`src/rtl/div_unit.sv`:
```
// ----------------------------------------------------------------------------
// div_unit
//   Multi-cycle integer divider for the EX stage (DIV / DIVU). It uses radix-2
//   restoring trial subtraction and does one quotient bit per clock.
//   The result is packed as {remainder, quotient}. The pipeline later writes
//   it as hi = remainder, lo = quotient.
//
// Ports
//   clk           clock; all state changes on the rising edge
//   rst           synchronous, active-high reset
//   signed_div_i  1 = signed (DIV), 0 = unsigned (DIVU); sampled with start_i
//   opdata1_i     dividend; sampled with start_i
//   opdata2_i     divisor; sampled with start_i
//   start_i       request; EX holds it high until it has taken the result
//   annul_i       flush; aborts a division that is iterating
//   result_o      {remainder, quotient}; meaningful only while ready_o = 1
//   ready_o       result valid
// ----------------------------------------------------------------------------
module div_unit #(
  parameter int DATA_W = 32
) (
  input  logic                clk,
  input  logic                rst,
  input  logic                signed_div_i,
  input  logic [DATA_W-1:0]   opdata1_i,
  input  logic [DATA_W-1:0]   opdata2_i,
  input  logic                start_i,
  input  logic                annul_i,
  output logic [2*DATA_W-1:0] result_o,
  output logic                ready_o
);

  localparam int CNT_W = $clog2(DATA_W + 1);
  localparam logic [CNT_W-1:0] CNT_DONE = CNT_W'(DATA_W);

  typedef enum logic [1:0] {
    S_FREE,
    S_BY_ZERO,
    S_ON,
    S_END
  } state_t;

  state_t               state_reg, state_next;
  logic [CNT_W-1:0]     cnt_reg, cnt_next;
  logic [DATA_W-1:0]    rem_reg, rem_next;
  logic [DATA_W-1:0]    quo_reg, quo_next;
  logic [DATA_W-1:0]    divisor_reg, divisor_next;
  logic                 neg_quo_reg, neg_quo_next;
  logic                 neg_rem_reg, neg_rem_next;
  logic [2*DATA_W-1:0]  result_reg, result_next;
  logic                 ready_reg, ready_next;

  // Partial remainder shifted left, with the next dividend bit brought in.
  // It needs one extra bit because 2*rem + 1 can reach 2*divisor - 1.
  // The trial subtraction gets one further bit so its MSB acts as the borrow.
  logic [DATA_W:0]      shifted;
  logic [DATA_W+1:0]    trial;
  logic                 dvd_neg, dvs_neg;
  logic [DATA_W-1:0]    dvd_abs, dvs_abs;
  logic [DATA_W-1:0]    rem_fix, quo_fix;

  always_comb begin
    shifted = {rem_reg, quo_reg[DATA_W-1]};
    trial   = {1'b0, shifted} - {2'b00, divisor_reg};

    dvd_neg = signed_div_i & opdata1_i[DATA_W-1];
    dvs_neg = signed_div_i & opdata2_i[DATA_W-1];
    // Negating -2^(W-1) gives back the same bit pattern. Read as unsigned,
    // that is the correct magnitude, so the most-negative case needs no
    // special handling here.
    dvd_abs = dvd_neg ? -opdata1_i : opdata1_i;
    dvs_abs = dvs_neg ? -opdata2_i : opdata2_i;

    rem_fix = neg_rem_reg ? -rem_reg : rem_reg;
    quo_fix = neg_quo_reg ? -quo_reg : quo_reg;
  end

  always_comb begin
    state_next   = state_reg;
    cnt_next     = cnt_reg;
    rem_next     = rem_reg;
    quo_next     = quo_reg;
    divisor_next = divisor_reg;
    neg_quo_next = neg_quo_reg;
    neg_rem_next = neg_rem_reg;
    result_next  = result_reg;
    ready_next   = ready_reg;

    unique case (state_reg)
      S_FREE: begin
        result_next = '0;
        ready_next  = 1'b0;
        if (start_i && !annul_i) begin
          if (opdata2_i == '0) begin
            state_next = S_BY_ZERO;
          end else begin
            state_next   = S_ON;
            cnt_next     = '0;
            rem_next     = '0;
            // The quotient register starts out holding the dividend. It is
            // shifted out from the top while quotient bits enter at the bottom.
            quo_next     = dvd_abs;
            divisor_next = dvs_abs;
            neg_quo_next = dvd_neg ^ dvs_neg;
            neg_rem_next = dvd_neg;
          end
        end
      end

      S_BY_ZERO: begin
        state_next  = S_END;
        result_next = '0;
        ready_next  = 1'b1;
      end

      S_ON: begin
        if (annul_i) begin
          state_next  = S_FREE;
          result_next = '0;
          ready_next  = 1'b0;
        end else if (cnt_reg != CNT_DONE) begin
          // A borrow (MSB set) means the trial went negative: restore the
          // remainder and shift in a 0 quotient bit.
          if (trial[DATA_W+1]) begin
            rem_next = shifted[DATA_W-1:0];
          end else begin
            rem_next = trial[DATA_W-1:0];
          end
          quo_next = {quo_reg[DATA_W-2:0], ~trial[DATA_W+1]};
          cnt_next = cnt_reg + 1'b1;
        end else begin
          state_next  = S_END;
          result_next = {rem_fix, quo_fix};
          ready_next  = 1'b1;
        end
      end

      S_END: begin
        if (!start_i) begin
          state_next  = S_FREE;
          result_next = '0;
          ready_next  = 1'b0;
        end
      end

      default: begin
        state_next  = S_FREE;
        result_next = '0;
        ready_next  = 1'b0;
      end
    endcase
  end

  always_ff @(posedge clk) begin
    if (rst) begin
      state_reg   <= S_FREE;
      cnt_reg     <= '0;
      rem_reg     <= '0;
      quo_reg     <= '0;
      divisor_reg <= '0;
      neg_quo_reg <= 1'b0;
      neg_rem_reg <= 1'b0;
      result_reg  <= '0;
      ready_reg   <= 1'b0;
    end else begin
      state_reg   <= state_next;
      cnt_reg     <= cnt_next;
      rem_reg     <= rem_next;
      quo_reg     <= quo_next;
      divisor_reg <= divisor_next;
      neg_quo_reg <= neg_quo_next;
      neg_rem_reg <= neg_rem_next;
      result_reg  <= result_next;
      ready_reg   <= ready_next;
    end
  end

  assign result_o = result_reg;
  assign ready_o  = ready_reg;

endmodule

```
`config.mk`:
```
export PLATFORM = sky130hd
export DESIGN_NAME = div_unit
export DESIGN_NICKNAME = d
export VERILOG_FILES = /design/src/rtl/div_unit.sv
export SDC_FILE = /design/constraint.sdc
export NUM_CORES = 1
export LEC_CHECK = 0
export CAP_MARGIN = 20
export CORE_MARGIN = 5
export CORE_UTILIZATION = 51
export DETAILED_ROUTE_END_ITERATION = 8
export GPL_ROUTABILITY_DRIVEN = 1
export MAX_ROUTING_LAYER = met4
export PLACE_DENSITY_LB_ADDON = 0.3
export SLEW_MARGIN = 25
export SYNTH_ARGS = -nofsm -noshare
export SYNTH_HDL_FRONTEND = slang
export SYNTH_SLANG_ARGS = --single-unit
```
`constraint.sdc`:
```
create_clock -name clk -period 2.75 [get_ports clk]
set_input_delay 0.6875 -clock clk [delete_from_list [all_inputs] [get_ports clk]]
set_output_delay 0.6875 -clock clk [all_outputs]
set_load 0.01 [all_outputs]
```
==> reports/qor.yml, run 1 <==
final_core_util: 0.7022
yosysTopAreaCell: "dfxtp_1"
place_area_mm2: 0.01373
dpl.hpwl_um: 24830
synth_cell_type_count: 66
worst_setup_path_start_kind: "input pin"
clk_path_buf_depth: 2
dieHeight_um: 155.5
synth-adder-area-share: 0.05170
drt-total-wl_um: 32670
clock_sinks: 171
synthCells: 1379
hold_viol_final: 0
synth_mux_area_frac: 0.02411
synthXorXnorAreaFrac: 0.1201
cts_tree: "built"
port_buffers: 133
vdd_drop_max_mv: 0.4414
grt_max_degree: 95
synth_warnings: 0
layout-drive-gt1-share: 0.1872
async_flop_share: 0
crit_fanout: 13
yosysTopAreaCellShare: 0.3172
fin_nets: 1767
max_slew.worst_pin.slew_ns: 0.6265
synthTopCellsByCount: "dfxtp_1 (171), nand2_1 (166), nor2_1 (138)"
setup_viol: 0
critPathRequiredTime_ns: 3.07
synth_area_leaders: "dfxtp_1 (32%), xnor2_1 (8.4%), nand2_1 (5.8%)"
worstSetupPathType: "in2reg"
die_w_um: 155.5
outcome: "completed"
grt-ovfl-total: 0
place_congestion: 0.9564
max-slew-margin-rel: 0.5785
row_count: 53
cts_buffers: 17
rrSetupSlack_ns: 0.07
clkTransAtPathRegs_ns: 0.08
rsz0062_at_grt: "true"
final_area_mm2: 0.01471
root_buffer: "clkbuf_16"
syn-cell-area_mm2: 0.01079
vias: 10990
core_area_mm2: 0.02096
ant_nets: 0
fin_setup_tns_ns: 0
nFillCells: 1660
synth_top_family_by_area: "compound AO/OA/AOI/OAI gates"
synth_seq_cells: 171
synth-compound-area-share: 0.2433
synth_ff_type: "dfxtp_1"
die_area_mm2: 0.02417
synth-simple-area-share: 0.1944
grt_usage: 0.2666
endpoint_kind: "register"
firstDrtPassIters: 5
period_share: 0.9823
boundaryPins: 134
htreeDepth: 4
worstSkewPairLatency_ns: 0.44
synth_edf_count: 0
drv_slew: 0
routedWlPerCell_um: 16.81
hold_class: "reg2reg"
drv_cap: 0
period_needed_ns: 2.701
ys_seq_area_frac: 0.3172
p_per_area_mw_per_mm2: 624.1
area_growth_pct: 36.33
grt_pass1_wl_um: 51500
avgViaCountPerCell: 5.655
fmax_ghz: 0.3702
grt_antenna_before_repair: 1
largest_reg_flops: 64
drc: 0
syn_nets: 1492
first_iter_violations: 744
grt_pass1_vias: 10410
initial_utilization: 0.5150
yosysMostFrequentCell: "dfxtp_1"
arrival_ns: 3.02
synth_area_per_cell_um2: 7.827
finClkSkew_ns: 0.01120
p_leak_nw: 5.907
-- worst paths after layout --
path | depth (start not counted) | end | from
max | 10 | rem_reg[23] | opdata2_i[13]
min | 2 | divisor_reg[31] | divisor_reg[31]
max reg2reg | 8 | result_o[31] | quo_reg[9]
min reg2reg | 2 | divisor_reg[31] | divisor_reg[31]
-- cell families after synthesis --
group,Yosys count
compound gates,406
xor+xnor,148
mux,26
buf+inv,138
fa+ha+maj,44
simple gates,446
flops,171
-- worst max-delay path, cell delays in order --
cell,delay [ns]
clkdlybuf4s50_1,0.43
or4_4,0.55
nor4_2,0.15
buf_4,0.16
and4_4,0.28
a21o_1,0.17
nor3_1,0.08
buf_12,0.18
a32oi_1,0.19
o21ai_0,0.12
-- final cells by class --
type,instances,area (µm²),area share
multi-input cells,1070,7159,0.4866
flip-flops and latches,171,3423,0.2327
repair buffers,332,2947,0.2003
well taps,275,344.1,0.02338
inverters,62,232.7,0.01582
clock buffers,17,425.4,0.02891
diodes,1,2.502,0.0001701
clock inverters,15,180.2,0.01224
-- power by group --
part,total (mW),internal (mW),switching [mW],leakage (nW)
Sequential,2.93,2.69,0.234,1.39
Combinational,3.83,1.64,2.19,4.23
Clock,2.43,1.22,1.21,0.286
Total,9.18,5.55,3.63,5.91
-- timing repair --
item / CTS / global route
setup endpoints to repair: 25 / 78
buffers inserted: 1 / 7
pin swaps: 1 / 27
gates cloned: 0 / 0
hold buffers: 0 / 0
gates resized for setup: 9 / 69
-- per-stage QoR --
stage	setup slack [ns]	total power [mW]	cells	hold slack, ns
global placement	-0.5300	6.491	1902	0.4406
detailed placement	-0.5502	6.563	1902	0.4648
global route	-0.07899	9.703	1943	0.5024
finish	0.04879	9.184	1943	0.4821
CTS	0.00004241	8.982	1935	0.4852
floorplan	0.004084	5.264	1379	0.4461
-- placed cells by master (no fill, tap or decap), types with 25 or more instances in the layout --
cell / n
xor2_1: 43
o21ai_0: 83
clkdlybuf4s50_1: 122
buf_4: 190
nand2_1: 164
ha_1: 39
nor2_1: 134
a21oi_1: 103
xnor2_1: 104
a22oi_1: 36
a211oi_1: 31
dfxtp_1: 171
mux2i_1: 25
inv_1: 60
-- per-layer routing --
layer,wire [µm],vias up,global-route usage
met4,801,0,0.07628
met3,1483,58,0.03978
met1,14910,5188,0.3532
met5,0,-,-
li1,-,5451,-
met2,15470,290,0.4256
Power figures use the tool's default switching activity.
==> run 2, diff against run 1 <==
--- a/config.mk
+++ b/config.mk
@@ -7,9 +7,10 @@
 export LEC_CHECK = 0
 export CAP_MARGIN = 20
 export CORE_MARGIN = 5
-export CORE_UTILIZATION = 51
+export CORE_UTILIZATION = 57
 export DETAILED_ROUTE_END_ITERATION = 8
 export GPL_ROUTABILITY_DRIVEN = 1
+export GPL_TIMING_DRIVEN = 0
 export MAX_ROUTING_LAYER = met4
 export PLACE_DENSITY_LB_ADDON = 0.3
 export SLEW_MARGIN = 25
==> constraint.sdc (replaced) <==
create_clock -name clk -period 3.1 [get_ports clk]
set_input_delay 0.775 -clock clk [delete_from_list [all_inputs] [get_ports clk]]
set_output_delay 0.775 -clock clk [all_outputs]
set_load 0.01 [all_outputs]
==> run 2 against run 1 <==
Combinational power is 20% lower. Critical endpoint is now rem_reg[18]. Critical path type is now reg2reg. Wire length is 1.0% higher. Final area is 9.4% lower.
==> reports/qor.yml, run 2 (synthesis gave the netlist of run 1 again) <==
outcome: "completed"
final_common_cell: "dfxtp_1"
place_inst: 1746  # -8.2%
ant_nets: 0  # unchanged
first_iter_violations: 1093  # +47%
worst_setup_path_start_kind: "register"
cts_buffers: 17  # unchanged
p_sw_mw: 3.111  # -14%
root_buffer: "clkbuf_16"
layout-drive-gt1-share: 0.08505  # -0.1021
max-slew-margin-rel: 0.4904  # -0.08809
final_cell_count_no_fill: 1786  # -8.1%
avgViaCountPerCell: 6.160  # +8.9%
endpoint_kind: "register"
p_per_area_mw_per_mm2: 592.0  # -5.2%
hold_viol_final: 0  # unchanged
n_antenna_cell: 0  # -1
worstSetupPathType: "reg2reg"
firstDrtPassIters: 6  # +1
max_slew.worst_pin.slew_ns: 0.7644  # +0.1379 ns
worstSkewPairLatency_ns: 0.44  # about the same
power.share.switching: 0.3941  # -0.001122
p_int_mw: 4.782  # -14%
area_growth_pct: 23.53
fin_ws_ns: 0.05144  # +0.002653 ns
p_seq_frac: 0.330  # +0.011
fmax_ghz: 0.3280
htreeDepth: 4  # unchanged
layout_common_cells: "dfxtp_1 (167), nand2_1 (165), nor2_1 (134)"
clk_path_buf_depth: 2  # unchanged
drv_cap: 0  # unchanged
cts_hold_buffers: 0  # unchanged
initial_utilization: 0.5770  # +0.06194
dieHeight_um: 147.6  # -5.1%
p_total_mw: 7.893  # -14%
dpl.hpwl_um: 24450  # -1.5%
place_congestion: 0.9467  # -1.0%
row_count: 50  # -5.7%
largest_reg_flops: 64  # unchanged
critPathRequiredTime_ns: 3.42  # +0.35 ns
setup_viol: 0  # unchanged
fin_setup_tns_ns: 0  # unchanged
rsz0062_at_grt: "true"
arrival_ns: 3.36  # +0.34 ns
crit_fanout: 10  # -3
boundaryPins: 134  # unchanged
finClkSkew_ns: 0.01189  # +0.0006916 ns
grt-ovfl-total: 0  # unchanged
drc: 0  # unchanged
core_area_mm2: 0.01871  # -11%
clkPwrFrac: 0.280  # +0.015
fin_nets: 1652  # -6.5%
p_leak_nw: 5.049  # -15%
die_w_um: 147.6  # -5.1%
p_comb_frac: 0.389  # -0.028
port_buffers: 133  # unchanged
clock_sinks: 171  # unchanged
period_share: 0.9834
pre_cts_ws_ns: -0.8555  # -0.3053 ns
drv_slew: 0  # unchanged
routedWlPerCell_um: 18.48  # +9.9%
grt_pass1_vias: 10260  # -1.4%
grt_pass1_wl_um: 52070  # +1.1%
grt_antenna_before_repair: 0  # -1
grt_max_degree: 17  # -82%
vdd_drop_max_mv: 0.4386  # -0.64%
hold_class: "reg2reg"
grt_usage: 0.2997  # +0.03301
cts_tree: "built"
die_area_mm2: 0.02179  # -9.9%
period_needed_ns: 3.049
drt-total-wl_um: 33000  # +1.0%
clkTransAtPathRegs_ns: 0.07  # about the same
vias: 11000  # +0.14%
run 2: cell count changes in the layout (fill, tap and decap cells not counted), sizes merged:
cell / previous run / this run
dlymetal6s2s: 10 / 1
clkbuf: 17 / 82
dlygate4sd2: 0 / 3
bufinv: 0 / 2
clkinv: 8 / 3
diode: 1 / 0
inv: 67 / 66
clkdlybuf4s50: 122 / 129
buf: 200 / 23
run 2: per-layer routing:
| layer | part of all wire | global-route usage |
|---|---|---|
| met1 | 0.44 | 0.4124 |
| met2 | 0.45 | 0.4526 |
| met3 | 0.075 | 0.04384 |
| met4 | 0.034 | 0.1025 |
| met5 | 0 | - |
run 2: path summary, 6_finish.rpt:
path | start | end | slack (ns) | cells after the start
hold reg to reg | divisor_reg[31] | divisor_reg[31] | 0.47 | 2
setup reg to reg | quo_reg[31] | rem_reg[18] | 0.05 | 12
setup / recovery | quo_reg[31] | rem_reg[18] | 0.05 | 12
hold / removal | divisor_reg[31] | divisor_reg[31] | 0.47 | 2
run 2: stage by stage:
step                      instance area, µm²  hold WS, ns  utilization
after floorplan                        10790       0.4461            -
after global placement                 12420       0.4569       0.6638
after detailed placement               12420       0.4654       0.6641
after CTS                              13180       0.4769       0.7045
after global routing                   13330       0.4971       0.7128
final                                  13330       0.4702       0.7128
run 2: critical path, stage by stage (launching register included):
cell and delay [ns]:
dfxtp_1 0.44, inv_1 0.11, ha_1 0.25, nor2b_1 0.18, o31a_1 0.24, nor4_4 0.07
nor3_2 0.26, o21bai_1 0.14, a211o_4 0.42, and2_2 0.27, clkbuf_4 0.22, a32oi_1 0.20
o21ai_0 0.12
run 2: cell type report:
| class | count | area, µm² |
|---|---|---|
| Fill cell | 1474 | 5373 |
| Clock inverter | 11 | 132.6 |
| Inverter | 62 | 232.7 |
| Clock buffer | 21 | 470.5 |
| Timing Repair Buffer | 144 | 1410 |
| Sequential cell | 171 | 3428 |
| Tap cell | 234 | 292.8 |
| Multi-Input combinational cell | 1070 | 7022 |
| Buffer | 73 | 344.1 |
run 2: power by group through the flow:
stage	combinational, mW	clock (mW)	sequential [mW]
finish	3.07	2.21	2.61
global route	3.35	2.31	2.63
CTS	2.93	2.22	2.60
detailed placement	2.84	0	2.64
global placement	2.79	0	2.63
floorplan	2.07	0	2.59
run 2: what timing repair did:
| action | 4_1_cts | 5_1_grt |
|---|---|---|
| buffers inserted | 4 | 6 |
| cloned | 1 | 0 |
| endpoints found under the setup margin | 135 | 154 |
| hold endpoints to repair | 0 | 0 |
| gates resized for setup | 47 | 42 |
| pin swaps | 3 | 7 |
